File: src/rtl/addsub_result_if.sv
// Handshake bundle between the add/sub result FIFO and its producer/consumer.
// The FIFO uses the slave modport; the producer/consumer side uses master.
interface addsub_result_if;
   logic [3:0] sum_in;
   logic       carry_in;
   logic       control_in;
   logic       in_valid;
   logic       in_ready;
   logic [3:0] sum_out;
   logic       carry_out;
   logic       op_out;
   logic [2:0] flags_out;
   logic       out_valid;
   logic       out_ready;
   logic [2:0] count_out;
   logic       drop_out;
   logic       clr_in;

   modport slave (
      input  sum_in, carry_in, control_in, in_valid, out_ready, clr_in,
      output in_ready, sum_out, carry_out, op_out, flags_out, out_valid,
      count_out, drop_out
   );

   modport master (
      output sum_in, carry_in, control_in, in_valid, out_ready, clr_in,
      input  in_ready, sum_out, carry_out, op_out, flags_out, out_valid,
      count_out, drop_out
   );
endinterface

File: src/rtl/addsub_result_fifo.sv
// 4-entry result FIFO for a 4-bit adder/subtractor, with sticky overflow-drop flag.
// Define ADDSUB_RESULT_FLAGS_EN to store {zero, negative, borrow} flags per entry.
module addsub_result_fifo (
   input logic            clk,
   input logic            rst_n,
   addsub_result_if.slave bus
);
   localparam int DEPTH = 4;

   typedef struct packed {
      logic [3:0] sum;
      logic       carry;
      logic       op;
   } entry_t;

   logic [1:0] wr_ptr_q, wr_ptr_d;
   logic [1:0] rd_ptr_q, rd_ptr_d;
   logic [2:0] count_q, count_d;
   logic       drop_q, drop_d;
   entry_t     head_q, head_d;
   entry_t     mem_q [DEPTH];
   entry_t     mem_d [DEPTH];
   entry_t     new_entry;
   logic       push, pop;

`ifdef ADDSUB_RESULT_FLAGS_EN
   logic [2:0] fmem_q [DEPTH];
   logic [2:0] fmem_d [DEPTH];
   logic [2:0] flags_q, flags_d;

   function automatic logic [2:0] calc_flags(input logic [3:0] s, input logic c, input logic op);
      return {(s == 4'd0), s[3], op & ~c};
   endfunction
`endif

   always_comb begin
      push      = bus.in_valid && (count_q != 3'd4);
      pop       = (count_q != 3'd0) && bus.out_ready;
      new_entry = '{sum: bus.sum_in, carry: bus.carry_in, op: bus.control_in};

      wr_ptr_d = push ? wr_ptr_q + 2'd1 : wr_ptr_q;
      rd_ptr_d = pop  ? rd_ptr_q + 2'd1 : rd_ptr_q;

      count_d = count_q;
      if (push && !pop)      count_d = count_q + 3'd1;
      else if (!push && pop) count_d = count_q - 3'd1;

      // A drop in the same cycle as clr_in must still leave the flag set.
      drop_d = drop_q;
      if (bus.in_valid && (count_q == 3'd4)) drop_d = 1'b1;
      else if (bus.clr_in)                    drop_d = 1'b0;

      mem_d = mem_q;
      if (push) mem_d[wr_ptr_q] = new_entry;

      // Head register tracks the entry that will sit at the read pointer; reading
      // mem_d covers the case where that entry is being written this very cycle.
      head_d = head_q;
      if (count_d != 3'd0) head_d = mem_d[rd_ptr_d];
   end

`ifdef ADDSUB_RESULT_FLAGS_EN
   always_comb begin
      fmem_d = fmem_q;
      if (push) fmem_d[wr_ptr_q] = calc_flags(bus.sum_in, bus.carry_in, bus.control_in);
      flags_d = flags_q;
      if (count_d != 3'd0) flags_d = fmem_d[rd_ptr_d];
   end

   always_ff @(posedge clk) begin
      fmem_q <= fmem_d;
   end

   always_ff @(posedge clk or negedge rst_n) begin
      if (!rst_n) flags_q <= 3'b000;
      else        flags_q <= flags_d;
   end

   assign bus.flags_out = flags_q;
`else
   assign bus.flags_out = 3'b000;
`endif

   always_ff @(posedge clk) begin
      mem_q <= mem_d;
   end

   always_ff @(posedge clk or negedge rst_n) begin
      if (!rst_n) begin
         wr_ptr_q <= 2'd0;
         rd_ptr_q <= 2'd0;
         count_q  <= 3'd0;
         drop_q   <= 1'b0;
         head_q   <= '0;
      end else begin
         wr_ptr_q <= wr_ptr_d;
         rd_ptr_q <= rd_ptr_d;
         count_q  <= count_d;
         drop_q   <= drop_d;
         head_q   <= head_d;
      end
   end

   assign bus.in_ready  = (count_q != 3'd4);
   assign bus.out_valid = (count_q != 3'd0);
   assign bus.count_out = count_q;
   assign bus.drop_out  = drop_q;
   assign bus.sum_out   = head_q.sum;
   assign bus.carry_out = head_q.carry;
   assign bus.op_out    = head_q.op;
endmodule

File: src/flat_wrapper.sv
// flat-port wrapper written by rule: the top's interface ports become plain ports
module addsub_result_fifo_flat 
  (clk, rst_n, bus_sum_in, bus_carry_in, bus_control_in, bus_in_valid, bus_out_ready, bus_clr_in, bus_in_ready, bus_sum_out, bus_carry_out, bus_op_out, bus_flags_out, bus_out_valid, bus_count_out, bus_drop_out);
  addsub_result_if bus_i ();
  input logic clk;
  input logic rst_n;
  input wire logic [$bits(bus_i.sum_in)-1:0] bus_sum_in;
  input wire logic [$bits(bus_i.carry_in)-1:0] bus_carry_in;
  input wire logic [$bits(bus_i.control_in)-1:0] bus_control_in;
  input wire logic [$bits(bus_i.in_valid)-1:0] bus_in_valid;
  input wire logic [$bits(bus_i.out_ready)-1:0] bus_out_ready;
  input wire logic [$bits(bus_i.clr_in)-1:0] bus_clr_in;
  output wire logic [$bits(bus_i.in_ready)-1:0] bus_in_ready;
  output wire logic [$bits(bus_i.sum_out)-1:0] bus_sum_out;
  output wire logic [$bits(bus_i.carry_out)-1:0] bus_carry_out;
  output wire logic [$bits(bus_i.op_out)-1:0] bus_op_out;
  output wire logic [$bits(bus_i.flags_out)-1:0] bus_flags_out;
  output wire logic [$bits(bus_i.out_valid)-1:0] bus_out_valid;
  output wire logic [$bits(bus_i.count_out)-1:0] bus_count_out;
  output wire logic [$bits(bus_i.drop_out)-1:0] bus_drop_out;
  assign bus_i.sum_in = bus_sum_in;
  assign bus_i.carry_in = bus_carry_in;
  assign bus_i.control_in = bus_control_in;
  assign bus_i.in_valid = bus_in_valid;
  assign bus_i.out_ready = bus_out_ready;
  assign bus_i.clr_in = bus_clr_in;
  assign bus_in_ready = bus_i.in_ready;
  assign bus_sum_out = bus_i.sum_out;
  assign bus_carry_out = bus_i.carry_out;
  assign bus_op_out = bus_i.op_out;
  assign bus_flags_out = bus_i.flags_out;
  assign bus_out_valid = bus_i.out_valid;
  assign bus_count_out = bus_i.count_out;
  assign bus_drop_out = bus_i.drop_out;
  addsub_result_fifo u_core (.clk(clk), .rst_n(rst_n), .bus(bus_i));
endmodule
File: config.mk
export PLATFORM = sky130hd
export DESIGN_NAME = addsub_result_fifo_flat
export DESIGN_NICKNAME = d
export VERILOG_FILES = /design/src/rtl/addsub_result_if.sv /design/src/rtl/addsub_result_fifo.sv /design/src/flat_wrapper.sv
export SDC_FILE = /design/constraint.sdc
export NUM_CORES = 1
export LEC_CHECK = 0
export CORE_MARGIN = 2
export CORE_UTILIZATION = 58
export DETAILED_ROUTE_END_ITERATION = 10
export GPL_TIMING_DRIVEN = 1
export PLACE_DENSITY = 0.84
export REMOVE_ABC_BUFFERS = 1
export SLEW_MARGIN = 10
export SYNTH_ARGS = -nofsm -noshare
export SYNTH_HDL_FRONTEND = slang
export SYNTH_SLANG_ARGS = --single-unit
File: constraint.sdc
create_clock -name clk -period 5.15 [get_ports clk]
set_clock_uncertainty 0.2 [all_clocks]
set_input_delay 1.2875 -clock clk [delete_from_list [all_inputs] [get_ports clk]]
set_output_delay 1.2875 -clock clk [all_outputs]
set_load 0.03 [all_outputs]
==> results.cfg <==
[worst_setup_path]
start_kind = register
r2r_cells = 7
crit_end = bus_out_valid
endpoint_kind = primary output
crit_type = reg2out
slowest_stage = clkdlybuf4s50_1
cp_max_fo = 10
worst_path_largest_cell_delay_ps = 590
rrSetupSlack_ps = 2220
arrival_ps = 2250
cp-startpoint = u_core.bus.count_out[0]
worstPathRequired_ps = 3660
regToRegEndpoint = u_core.bus.carry_out
crit_chain = inv_1, ha_1, nor2b_4, inv_4, clkdlybuf4s50_1
reg2reg_from = u_core.bus.count_out[0]

[die]
initial_core_util_pct = 59.75
dieArea_um2 = 3894
num_io_pins = 26
rows = 21
fp.coreArea_um2 = 3311
die_h_um = 62.40
dieWidth_um = 62.40

[finish]
antenna_cells = 0
multi_input_area_um2 = 1032
mostFrequentLayoutCells = nand2_1, nand3_1, o21ai_0, o211ai_1, dfxtp_1
nNetsFinal = 266
register_area_um2 = 830.8
fin_cells = 295
final_common_cell = nand2_1
fill_cells = 280
syn_to_final_growth_pct = 15.56
drive_gt1_share_pct = 6.024
final_util_pct = 69.05
fin_area_um2 = 2286

[timing]
setup_viol = 0
slew_violations = 0
finalSetupTns_ps = 0
rsz0062_at_grt = false
finalHoldViolCount = 0
min_period_over_period_pct = 72.62
clock.fmax_mhz = 267.4
worst_pin_slew_ps = 1150
relSlewSlack_pct = 22.88
finalWorstSetupSlack_ps = 1410
min_period_ps = 3740
whs_ps = 296.0

[power_and_ir_drop]
leakage_nw = 0.9342
peakVddDrop_uv = 390.6
p_total_mw = 1.593
pwr_density_cell_nw_per_um2 = 696.8

[route]
vias = 1766
final_antenna_net_count = 0
post_drt_wl_per_cell_um = 15.04
drt-pass1-iter-count = 4
drc = 0
drtIter0Drc = 115
finalWirelength_um = 4437
drt-vias-per-instance = 5.986

[worst_hold_path]
hp-class = reg2reg

[grt]
grt_pass1_wl_um = 7438
grt_pass1_vias = 1586
grt_max_degree = 28
grt-ovfl-total = 0
antenna_found_initial = 0
grtUsageTotal_pct = 24.50

[cts]
htreeDepth = 2
holdBufCountCts = 0
cts_tree = yes
cts.root.buffer_cell = clkbuf_4
numCtsBuffers = 5
cts_resized = 0
clk_latency_ps = 360
cts_sinks = 38
cts_buffer_depth = 2
cts_setup_buffers = 0
clk_pin_slew_worst_paths_ps = 120

[placed_design]
io_buffer_count = 22
place_ws_ps = 1318
gp_congestion = 0.8688
dp_hpwl_um = 3211
dp_cells = 287
place_area_um2 = 2203

[logic_synthesis]
yosys_warnings = 0
syn_area_um2 = 1978
synth_area_per_cell_um2 = 8.676
synth_seq_area_share_pct = 42.00
synth_cell_types = 35
ys_seq_elements = 38
syn_inst = 228

[job]
maxCapViolations = 0

[outcome]
status = complete, no violations
## power breakdown
group          switching [mW]  internal [mW]
combinational           0.522          0.338
clock                   0.107          0.102
sequential             0.0777          0.447
## area by class of cell
type,count,area share [%]
Inverter,16,2.737
Clock inverter,3,1.970
Tap cell,46,2.518
Timing Repair Buffer,22,9.633
Multi-Input combinational cell,165,45.16
Sequential cell,38,36.34
Clock buffer,5,1.642
## logic make-up after synthesis
group	after synthesis	share of synthesized area [%]
simple gates	82	21.44
compound gates	64	21.19
flops	38	42.00
buf+inv	27	6.388
fa+ha+maj	7	4.427
mux	6	3.036
xor+xnor	3	1.329
other cells	1	0.1896
## worst max-delay path, delay by kind of cell, from the launching register on
family | cells | cell delay (ps)
adders and majority gates | 1 | 340
and+or+nand+nor | 1 | 290
DFF | 1 | 480
buffers and inverters | 3 | 780
## routing by layer
layer | track usage [%] | vias to the layer above | routed length [um]
met2 | 36.16 | 89 | 1949
met1 | 34.35 | 805 | 1905
met5 | 0 | - | 0
met4 | 13.61 | 0 | 161
li1 | - | 855 | -
met3 | 3.964 | 17 | 420
## Yosys cell counts, drive strengths merged
cell type	n	area share, %
nand2	30	5.7
nand3	28	7.1
o21ai	27	6.8
o211ai	25	9.5
dfxtp	24	24
inv	16	3.2
dfrtp	14	18
ha	7	4.4
clkbuf	6	1.1
mux2i	6	3.0
nand4	6	1.9
a21oi	5	1.3
buf	5	2.1
nand2b	4	1.3
nor2	3	0.57
nor3b	3	1.1
xnor2	3	1.3
nor2b	2	1.0
a211o	1	0.44
a211oi	1	0.38
a21bo	1	0.51
a21boi	1	0.38
a31oi	1	1.1
a32oi	1	0.44
and3	1	0.57
conb	1	0.19
nand3b	1	0.38
nand4bb	1	0.57
nor3	1	0.25
nor4b	1	0.44
o31ai	1	0.38
or4	1	0.57
## registers in the layout, indices dropped and copies added, names as in the netlist
name,count
u_core.wr_ptr_q,2
u_core.bus.sum_out,4
u_core.bus.carry_out,1
u_core.bus.drop_out,1
u_core.mem_q,24
u_core.rd_ptr_q,2
u_core.bus.op_out,1
u_core.bus.count_out,3
## how the worst min path moves through the flow
stage               cells after the start          endpoint        startpoint
finish                                  2  u_core.mem_q[16]  u_core.mem_q[16]
global route                            2   u_core.mem_q[9]   u_core.mem_q[9]
CTS                                     2  u_core.mem_q[16]  u_core.mem_q[16]
detailed placement                      2  u_core.mem_q[16]  u_core.mem_q[16]
global placement                        2  u_core.mem_q[19]  u_core.mem_q[19]
floorplan                               2  u_core.mem_q[16]  u_core.mem_q[16]
Power figures use the tool's default switching activity.
